$ cat config.mk
export PLATFORM = sky130hd
export DESIGN_NAME = riscv_crypto_fu_sm4_round
export DESIGN_NICKNAME = d
export VERILOG_FILES = /design/src/rtl/riscv_crypto_sm4_pkg.sv /design/src/rtl/riscv_crypto_sm4_lane.sv /design/src/rtl/riscv_crypto_sm4_sbox.sv /design/src/rtl/riscv_crypto_fu_sm4_round.sv
export SDC_FILE = /design/constraint.sdc
export NUM_CORES = 1
export LEC_CHECK = 0
export BUFFER_PORTS_ARGS = -buffer_cell sky130_fd_sc_hd__buf_2
export CORE_MARGIN = 2
export CORE_UTILIZATION = 45
export CTS_BUF_LIST = sky130_fd_sc_hd__clkbuf_8
export CTS_CLUSTER_SIZE = 20
export DETAILED_ROUTE_END_ITERATION = 16
export PLACE_DENSITY = 0.74
export SYNTH_ARGS = -nofsm -noshare
export SYNTH_HDL_FRONTEND = slang
export SYNTH_SLANG_ARGS = --single-unit
$ cat constraint.sdc
create_clock -name g_clk -period 14.4 [get_ports g_clk]
set_input_delay 2.16 -clock g_clk [delete_from_list [all_inputs] [get_ports g_clk]]
set_output_delay 2.16 -clock g_clk [all_outputs]
set_load 0.1 [all_outputs]
$ cat src/rtl/riscv_crypto_sm4_pkg.sv
//------------------------------------------------------------------------------
// Module   : riscv_crypto_sm4_pkg
// Brief    : Shared types and constants for the SM4 round functional unit.
// Revision : 1.0
//------------------------------------------------------------------------------
`default_nettype none

package riscv_crypto_sm4_pkg;

  typedef enum logic [1:0] {
    ST_IDLE = 2'd0,
    ST_BUSY = 2'd1,
    ST_DONE = 2'd2
  } sm4_state_e;

  // Encrypt/decrypt linear layer, byte-local form: wrapped bits of l<<26 / l<<10
  localparam logic [31:0] c_ED_MASK_A  = 32'h0000_003F;
  localparam int unsigned c_ED_SHIFT_A = 26;
  localparam logic [31:0] c_ED_MASK_B  = 32'h0000_00C0;
  localparam int unsigned c_ED_SHIFT_B = 10;

  // Key-schedule linear layer, byte-local form
  localparam logic [31:0] c_KS_MASK_A  = 32'h0000_0007;
  localparam int unsigned c_KS_SHIFT_A = 29;
  localparam logic [31:0] c_KS_MASK_B  = 32'h0000_00FE;
  localparam int unsigned c_KS_SHIFT_B = 7;
  localparam logic [31:0] c_KS_MASK_C  = 32'h0000_0001;
  localparam int unsigned c_KS_SHIFT_C = 23;
  localparam logic [31:0] c_KS_MASK_D  = 32'h0000_00F8;
  localparam int unsigned c_KS_SHIFT_D = 13;

  function automatic bit lanes_legal(input int lanes);
    return (lanes == 1) || (lanes == 2) || (lanes == 4);
  endfunction

endpackage

`default_nettype wire

$ cat src/rtl/riscv_crypto_sm4_lane.sv
//------------------------------------------------------------------------------
// Module   : riscv_crypto_sm4_lane
// Brief    : One S-box lane: substitute a byte, apply L or L', rotate into place.
// Revision : 1.0
//------------------------------------------------------------------------------
`default_nettype none

module riscv_crypto_sm4_lane
  import riscv_crypto_sm4_pkg::*;
(
  input  logic [7:0]  byte_in,
  input  logic [1:0]  byte_idx,
  input  logic        op_ks,
  output logic [31:0] contrib
);

  logic [7:0]  w_sbox_out;
  logic [31:0] w_l;
  logic [31:0] w_ed;
  logic [31:0] w_ks;
  logic [31:0] w_lin;

  riscv_crypto_sm4_sbox u_sbox (
    .sbox_in  (byte_in),
    .sbox_out (w_sbox_out)
  );

  assign w_l  = {24'b0, w_sbox_out};

  assign w_ed = w_l ^ (w_l << 8) ^ (w_l << 2) ^ (w_l << 18)
              ^ ((w_l & c_ED_MASK_A) << c_ED_SHIFT_A)
              ^ ((w_l & c_ED_MASK_B) << c_ED_SHIFT_B);

  assign w_ks = w_l
              ^ ((w_l & c_KS_MASK_A) << c_KS_SHIFT_A)
              ^ ((w_l & c_KS_MASK_B) << c_KS_SHIFT_B)
              ^ ((w_l & c_KS_MASK_C) << c_KS_SHIFT_C)
              ^ ((w_l & c_KS_MASK_D) << c_KS_SHIFT_D);

  assign w_lin = op_ks ? w_ks : w_ed;

  // Rotate left by 8*byte_idx so the contribution lands on its byte lane
  always_comb begin
    contrib = w_lin;
    case (byte_idx)
      2'd0: contrib = w_lin;
      2'd1: contrib = {w_lin[23:0], w_lin[31:24]};
      2'd2: contrib = {w_lin[15:0], w_lin[31:16]};
      2'd3: contrib = {w_lin[7:0],  w_lin[31:8]};
      default: contrib = w_lin;
    endcase
  end

endmodule

`default_nettype wire

$ cat src/rtl/riscv_crypto_sm4_sbox.sv
//------------------------------------------------------------------------------
// Module   : riscv_crypto_sm4_sbox
// Brief    : Combinational SM4 8-bit substitution box (table lookup).
// Revision : 1.0
//------------------------------------------------------------------------------
`default_nettype none

module riscv_crypto_sm4_sbox (
  input  logic [7:0] sbox_in,
  output logic [7:0] sbox_out
);

  localparam logic [0:255][7:0] c_SBOX_TAB = {
    128'hd690e9fecce13db716b614c228fb2c05,
    128'h2b679a762abe04c3aa44132649860699,
    128'h9c4250f491ef987a33540b43edcfac62,
    128'he4b31ca9c908e89580df94fa758f3fa6,
    128'h4707a7fcf37317ba83593c19e6854fa8,
    128'h686b81b27164da8bf8eb0f4b70569d35,
    128'h1e240e5e6358d1a225227c3b01217887,
    128'hd40046579fd327524c3602e7a0c4c89e,
    128'heabf8ad240c738b5a3f7f2cef96115a1,
    128'he0ae5da49b341a55ad933230f58cb1e3,
    128'h1df6e22e8266ca60c02923ab0d534e6f,
    128'hd5db3745defd8e2f03ff6a726d6c5b51,
    128'h8d1baf92bbddbc7f11d95c411f105ad8,
    128'h0ac13188a5cd7bbd2d74d012b8e5b4b0,
    128'h8969974a0c96777e65b9f109c56ec684,
    128'h18f07dec3adc4d2079ee5f3ed7cb3948
  };

  assign sbox_out = c_SBOX_TAB[sbox_in];

endmodule

`default_nettype wire

$ cat src/rtl/riscv_crypto_fu_sm4_round.sv
//------------------------------------------------------------------------------
// Module   : riscv_crypto_fu_sm4_round
// Brief    : Multi-cycle SM4 T / T' round unit, LANES bytes per cycle.
// Revision : 1.0
//------------------------------------------------------------------------------
`default_nettype none

module riscv_crypto_fu_sm4_round
  import riscv_crypto_sm4_pkg::*;
#(
  parameter int LANES   = 1,
  parameter int REG_OUT = 1
) (
  input  logic        g_clk,
  input  logic        g_reset,
  input  logic        flush,
  input  logic        in_valid,
  output logic        in_ready,
  input  logic [31:0] rs1,
  input  logic [31:0] rs2,
  input  logic        op_ks,
  output logic        out_valid,
  input  logic        out_ready,
  output logic [31:0] result
);

  if (!lanes_legal(LANES) || (REG_OUT != 1)) begin : g_bad_param
    $error("riscv_crypto_fu_sm4_round: LANES must be 1/2/4 and REG_OUT must be 1");
  end

  localparam logic [2:0] c_LANES3 = 3'(LANES);

  sm4_state_e  r_state;
  sm4_state_e  w_state_next;
  logic [1:0]  r_ctr;
  logic [31:0] r_acc;
  logic [31:0] r_rs2;
  logic        r_op_ks;
  logic [31:0] r_result;
  logic [31:0] w_acc_next;
  logic [2:0]  w_ctr_next;
  logic        w_last;
  logic [31:0] w_contrib [LANES];

  for (genvar j = 0; j < LANES; j++) begin : g_lane
    logic [1:0] w_idx;
    assign w_idx = r_ctr + 2'(j);
    riscv_crypto_sm4_lane u_lane (
      .byte_in  (r_rs2[8*w_idx +: 8]),
      .byte_idx (w_idx),
      .op_ks    (r_op_ks),
      .contrib  (w_contrib[j])
    );
  end

  always_comb begin
    w_acc_next = r_acc;
    for (int j = 0; j < LANES; j++) begin
      w_acc_next = w_acc_next ^ w_contrib[j];
    end
  end

  // 3-bit sum so the final step reaching byte 4 is visible without wrapping
  assign w_ctr_next = {1'b0, r_ctr} + c_LANES3;
  assign w_last     = (w_ctr_next == 3'd4);

  always_comb begin
    w_state_next = r_state;
    if (flush) begin
      w_state_next = ST_IDLE;
    end else begin
      case (r_state)
        ST_IDLE: if (in_valid) w_state_next = ST_BUSY;
        ST_BUSY: if (w_last)   w_state_next = ST_DONE;
        ST_DONE: if (out_ready) w_state_next = ST_IDLE;
        default: w_state_next = ST_IDLE;
      endcase
    end
  end

  always_ff @(posedge g_clk) begin
    if (g_reset) r_state <= ST_IDLE;
    else         r_state <= w_state_next;
  end

  always_ff @(posedge g_clk) begin
    if (g_reset) begin
      r_ctr    <= 2'd0;
      r_acc    <= 32'd0;
      r_rs2    <= 32'd0;
      r_op_ks  <= 1'b0;
      r_result <= 32'd0;
    end else if (flush) begin
      r_ctr <= 2'd0;
    end else begin
      case (r_state)
        ST_IDLE: if (in_valid) begin
          r_acc   <= rs1;
          r_rs2   <= rs2;
          r_op_ks <= op_ks;
          r_ctr   <= 2'd0;
        end
        ST_BUSY: begin
          r_acc <= w_acc_next;
          r_ctr <= w_ctr_next[1:0];
          if (w_last) r_result <= w_acc_next;
        end
        default: ;
      endcase
    end
  end

  assign in_ready  = (r_state == ST_IDLE);
  assign out_valid = (r_state == ST_DONE);
  assign result    = r_result;

endmodule

`default_nettype wire

Word level (Yosys, flattened, before mapping)
Memories as Yosys holds them, arrays and structs flattened.
Index checks and enable logic that the tools add are counted.
{ "word_totals": {"regBits": 101, "romBits": 2048, "inputBits": 70, "out_inout_bits": 34, "word_cells": 52, "memories": 1} }
{ "classes": {"add_sub_neg": 1, "order_cmp": 1, "eq_ne": 9, "n_shift": 1, "mux": 12, "n_bitwise": 12, "n_reduce_logical": 9} }
{ "mem_list": {"columns": ["memory", "depth", "width", "read_ports", "rd_ports_with_merged_regs", "wr", "line_no", "text"], "rows": [
  ["(name not given)", 256, 8, 1, 0, 0, "riscv_crypto_sm4_sbox.sv:32", "assign sbox_out = c_SBOX_TAB[sbox_in];"]
]} }
{ "ops": {"columns": ["operator", "n"], "rows": [
  ["$pmux 32 s4", 1],
  ["$mux 32", 2],
  ["$pmux 32 s2", 1],
  ["$xor 32x32->32", 2],
  ["$shiftx 32x6->8", 1],
  ["$xor 32x10->32", 1],
  ["$xor 32x15->32", 1],
  ["$xor 32x18->32", 1],
  ["$xor 32x21->32", 1],
  ["$xor 32x24->32", 1],
  ["$xor 32x26->32", 1],
  ["$xor 8x32->32", 1],
  ["$mux 8", 2],
  ["$xor 8x16->16", 1],
  ["$reduce_and 3->1", 4],
  ["$ge 9x9->1 const B", 1],
  ["$not 8->9", 1],
  ["$mux 2", 4],
  ["$eq 2x2->1 const B", 3],
  ["$pmux 2 s3", 1],
  ["$eq 2x1->1 const B", 2],
  ["$logic_not 2->1", 2],
  ["$ne 2x2->1 const B", 2],
  ["$pmux 2 s2", 1],
  ["7 further kinds", 7]
]} }

Logic depth before layout (Yosys ltp)
{ "logic_depth": {"word_depth": 14, "depth_mapped": 21, "mapped_depth_nobuf": 14} }

Hierarchy
Synthesis repeated with hierarchy kept, for this count alone.
{ "hier_totals": {"cells_unflattened": 1338, "area_unflattened_um2": 9629.2} }
{ "by_module_without_submodules": {"columns": ["mod", "instances", "cells_per_inst", "area_per_inst_um2", "seq_area_each_um2"], "rows": [
  ["riscv_crypto_fu_sm4_round", 1, 569, 4972.3, 2021.9],
  ["riscv_crypto_sm4_sbox", 1, 530, 3165.5, 0.0],
  ["riscv_crypto_sm4_lane", 1, 239, 1491.4, 0.0]
]} }

Least setup slack after synthesis
OpenSTA, ideal clock, no wires.
{ "synth_timing": {"path_kind": "register -> register", "from": "reg r_ctr[0]", "to": "reg r_acc[12]", "setup_ps": 74, "t_arrival_ps": 4448, "required_time_ps": 14326, "path_slack_ps": 9878, "stages_incl_launch_ff": 20, "n_path_buf": 5, "period_less_slack_ps": 4522, "cell_sequence": "dfxtp_1 buf_6 buf_6 mux4_2 clkbuf_1 inv_1 ha_1 clkbuf_1 inv_1 mux2_1 a21oi_1 a221oi_1 a2111o_1 o32a_1 buf_2 or3_1 a21oi_1 nor4bb_1 or4_1 a31oi_1"} }
{ "synth_via": {"elab_chain_len": 14, "word_cells_on_any_way": 22, "cone_classes": "eq/ne: 3; shift: 1; mux: 5; bitwise: 11; reduce/logical: 1; memory: 1"} }
{ "synth_rtl": {"columns": ["element", "line_no", "text"], "rows": [
  ["start: declaration", "riscv_crypto_fu_sm4_round.sv:35", "logic [1:0] r_ctr;"],
  ["start signal: assignment", "riscv_crypto_fu_sm4_round.sv:105", "r_ctr <= w_ctr_next[1:0];"],
  ["$shiftx 32x6->8", "riscv_crypto_fu_sm4_round.sv:49", ".byte_in (r_rs2[8*w_idx +: 8]),"],
  ["$not 8->9 (implied by the code)", "riscv_crypto_sm4_sbox.sv:32", null],
  ["$mem_v2 256x8", null, null],
  ["$mux 8 (implied by the code) (2 in series)", "riscv_crypto_sm4_sbox.sv:32", null],
  ["$xor 8x16->16", "riscv_crypto_sm4_lane.sv:30", "assign w_ed = w_l ^ (w_l << 8) ^ (w_l << 2) ^ (w_l << 18)"],
  ["$xor 32x10->32", "riscv_crypto_sm4_lane.sv:30", null],
  ["$xor 32x26->32", "riscv_crypto_sm4_lane.sv:30", null],
  ["$xor 32x32->32", "riscv_crypto_sm4_lane.sv:31", "^ ((w_l & c_ED_MASK_A) << c_ED_SHIFT_A)"],
  ["$xor 32x18->32", "riscv_crypto_sm4_lane.sv:32", "^ ((w_l & c_ED_MASK_B) << c_ED_SHIFT_B);"],
  ["$mux 32", "riscv_crypto_sm4_lane.sv:40", "assign w_lin = op_ks ? w_ks : w_ed;"],
  ["$pmux 32 s4 (*)", "riscv_crypto_sm4_lane.sv:45", "case (byte_idx)"],
  ["$xor 32x32->32 (*)", "riscv_crypto_fu_sm4_round.sv:59", "w_acc_next = w_acc_next ^ w_contrib[j];"],
  ["$pmux 32 s2 (*)", "riscv_crypto_fu_sm4_round.sv:96", "case (r_state)"],
  ["end signal: assignment", "riscv_crypto_fu_sm4_round.sv:98", "r_acc <= rs1;"],
  ["end signal: assignment", "riscv_crypto_fu_sm4_round.sv:104", "r_acc <= w_acc_next;"],
  ["end: declaration", "riscv_crypto_fu_sm4_round.sv:36", "logic [31:0] r_acc;"]
]} }
Every way passes the cells marked *; elsewhere a longest branch is shown, timed or not. The select of a mux whose other input is x is not followed.
A chain may end at the register's enable or synchronous reset.

Final worst setup path
{ "layout_timing": {"from": "reg r_ctr[1]", "to": "reg r_acc[12]"} }
The elaborated chain is that of the path after synthesis.

==> flow_summary.toml <==
[synthesis]
yosysSeqAreaShare_pct = 19.2
syn_inst = 1445
yosysTopAreaCell = "dfxtp_1"
syn_nets = 1533
ys_types = 99
ys_warn_count = 0
synth_top_flop_cell = "dfxtp_1"
synth_area_sq_um = 10500
ys_async_sr_fraction_pct = 0
yosysTopAreaCellShare_pct = 19.2
ys_top_cells_by_count = "nand2_1 (166), a21oi_1 (136), dfxtp_1 (101)"
synth_area_leaders = "dfxtp_1 (19%), a21oi_1 (6.5%), nand2_1 (5.9%)"
syn-mean-instance-area_sq_um = 7.28
ys_seq_elements = 101
synth_edf_count = 0
synth_most_common_cell = "nand2_1"

[critical_path]
crit_fanout = 28
cp.arrival_ns = 6.64
path_buf_inv = 1
path_depth = 13
cpPeakStageDelay_ns = 0.89
r2r_end = "r_acc[12]$_SDFFE_PP0P_"
r2r_start = "r_ctr[1]$_SDFFE_PP0P_"
critical_path.top_delay_family = "simple AND/OR/NAND/NOR gates"
crit_chain = "mux4_2 > inv_1 > ha_1 > and2_1 > o21ai_0 > and3_1 > a211oi_1 > o32a_1 > or3_1 > a21oi_1 > nor4bb_1 > or4_1 > a31oi_1"
startpoint = "r_ctr[1]$_SDFFE_PP0P_"
slowest_stage = "dfxtp_1"
r2r_slack_ns = 8.00
crit_path_end = "r_acc[12]$_SDFFE_PP0P_"
r2r_cells = 13
end_kind = "register"
start_kind = "register"
criticalPathCategory = "register to register"
cp.required_ns = 14.63

[timing]
post-route-min-period_ns = 6.40
fin_ws_ns = 8.00
worst_pin_slew_ns = 1.13
hold_viol = 0
drv_slew = 0
finalCritPeriodShare_pct = 44.5
relSlewSlack_pct = 24.8
finalSetupViolCount = 0
max_freq_mhz = 156
rsz0062_at_grt = "false"
finalClockSkew_ns = 0.0317
timing.setup.tns_ns = 0

[cells_and_area]
layout-drive-gt1-share_pct = 14.8
diodes = 0
fin_nets = 1520
area_growth_pct = 6.30
num-fill-cells = 2330

[routing]
drtPass1Iterations = 7
detail-route-antenna-nets = 0
post-route-drc-count = 0
vias = 12400
drtIter0Drc = 1985
post_drt_wl_per_cell_um = 25.7
routed_via_density = 7.11
routed_wirelength_um = 44900

[floorplan]
boundaryPins = 104
die_w_um = 157
rows = 55
core_sq_um = 22800
start_util_pct = 46.2
die-area_sq_um = 24600
die_h_um = 157

[clock_tree]
cts_made_buffers = 9
cts_tree = "done"
clkTransAtPathRegs_ns = 0.11
clk_path_buf_depth = 2
cts_setup_buffers = 0
cts_root_buf = "clkbuf_8"
cts_max_level = 3
worstSkewPairLatency_ns = 0.41
cts_num_sinks = 101
postCtsResizedCells = 0
cts_hold_buf = 0

[power]
power_frac_clock_pct = 21.0
powerDensity_nw_per_um2 = 78.8
vdd_drop_max_v = 0.0000526
leakage_nw = 3.92
power_frac_comb_pct = 44.8
switching_share_pct = 44.6
intPower_mw = 0.488
pwr-share-seq_pct = 34.3
power.switching_mw = 0.393

[place]
dp_slack_ns = 8.34
gp_congestion = 1.06
portBuffers = 103
post-dp-hpwl_um = 30500

[global_route]
antenna_found_initial = 0
grt_pass1_vias = 11300
grt_first_pass_wirelength_um = 67800
grt-ovfl-total = 0
grt_max_degree = 105
grt_use_total_pct = 35.4

[run]
cap_violations = 0

[run_status]
outcome = "complete, no violations"

[min_path]
hold_path.class = "register to register"
## metal layers
metal / wire, um / global-route usage [%] / share of wire [%]
met1: 18100 / 48.6 / 40
met2: 19000 / 53.1 / 42
met3: 5390 / 7.53 / 12
met4: 2360 / 15.9 / 5.3
met5: 0 / 0 / 0
## power by group through the flow
stage | clock network [mW] | logic (mW) | registers, mW
2_1_floorplan | 0 | 0.274 | 0.305
3_3_place_gp | 0 | 0.376 | 0.307
3_5_place_dp | 0 | 0.375 | 0.308
4_1_cts | 0.185 | 0.376 | 0.301
5_1_grt | 0.196 | 0.414 | 0.303
6_report | 0.185 | 0.395 | 0.302
## worst min-delay path by stage
stage                                      start  cells after the start                     end  slack [ns]
after detailed placement   r_rs2[7]$_SDFFE_PP0P_                      2   r_rs2[7]$_SDFFE_PP0P_        0.45
after CTS                  r_rs2[7]$_SDFFE_PP0P_                      2   r_rs2[7]$_SDFFE_PP0P_        0.46
after global routing       r_rs2[7]$_SDFFE_PP0P_                      2   r_rs2[7]$_SDFFE_PP0P_        0.49
final                      r_rs2[7]$_SDFFE_PP0P_                      2   r_rs2[7]$_SDFFE_PP0P_        0.46
after floorplan           r_rs2[16]$_SDFFE_PP0P_                      2  r_rs2[16]$_SDFFE_PP0P_        0.43
after global placement     r_rs2[7]$_SDFFE_PP0P_                      2   r_rs2[7]$_SDFFE_PP0P_        0.44
## sequential cells by signal, indices dropped and copies added, names as in the netlist
| name | flops |
|---|---|
| r_acc | 32 |
| r_rs2 | 32 |
| result | 32 |
| r_ctr | 2 |
| r_state | 2 |
| r_op_ks | 1 |
## cells by family (layout without fill, tap and decap cells)
logic type               Yosys count  after routing  synth area share (%)
adder cells (fa/ha/maj)           18             18                  2.14
flip-flops                       101            101                  19.2
multiplexers                      55             55                  6.58
XOR/XNOR                          38             38                  3.24
AO/OA/AOI/OAI                    522            522                  35.6
AND/OR/NAND/NOR                  530            530                  25.7
buffers and inverters            181            172                  7.44
## area by class of cell
cell class / instances / area (sq um) / share of cell area (%)
Sequential cell: 101 / 2020 / 18.1
Clock buffer: 9 / 124 / 1.11
Multi-Input combinational cell: 1163 / 7760 / 69.4
Clock inverter: 6 / 57.6 / 0.515
Inverter: 27 / 101 / 0.907
Timing Repair Buffer: 130 / 721 / 6.45
Tap cell: 313 / 392 / 3.50
## per-stage QoR
step	instance area (sq um)	total power [mW]	util [%]	hold slack, ns	std cells
after floorplan	10500	0.579	-	0.433	1445
after global placement	11000	0.683	48.3	0.440	1734
after detailed placement	11000	0.683	48.3	0.447	1734
after CTS	11200	0.862	49.1	0.462	1749
after global routing	11200	0.913	49.1	0.486	1749
final	11200	0.881	49.1	0.458	1749
## placed cells by master, fill, tap and decap left out, types with 10 or more instances in the layout
| master | instances |
|---|---|
| nand2_1 | 166 |
| a211oi_1 | 40 |
| a32oi_1 | 13 |
| dfxtp_1 | 101 |
| o32ai_1 | 10 |
| xor2_1 | 19 |
| o21a_1 | 11 |
| nor3_1 | 25 |
| nand3_1 | 52 |
| a22oi_1 | 13 |
| o31ai_1 | 16 |
| nand3b_1 | 17 |
| o211ai_1 | 20 |
| nor2b_1 | 23 |
| a21oi_1 | 136 |
| a31oi_1 | 28 |
| mux2_2 | 15 |
| or4_1 | 19 |
| inv_1 | 25 |
| nand2b_1 | 29 |
| and2_1 | 17 |
| mux2i_1 | 27 |
| o21ai_0 | 52 |
| a211o_1 | 15 |
| nor3b_1 | 10 |
| a221oi_1 | 25 |
| xnor2_1 | 18 |
| nand4b_1 | 10 |
| ha_1 | 17 |
| and3_1 | 25 |
| a311oi_1 | 10 |
| buf_4 | 28 |
| o221ai_1 | 10 |
| nor2_1 | 86 |
| buf_2 | 102 |
## tightest hold or removal path, stage by stage (launching register included)
cell and delay (ns):
dfxtp_1 0.32, nand2_1 0.05, a21oi_1 0.05
(Power assumes the default switching activity.)
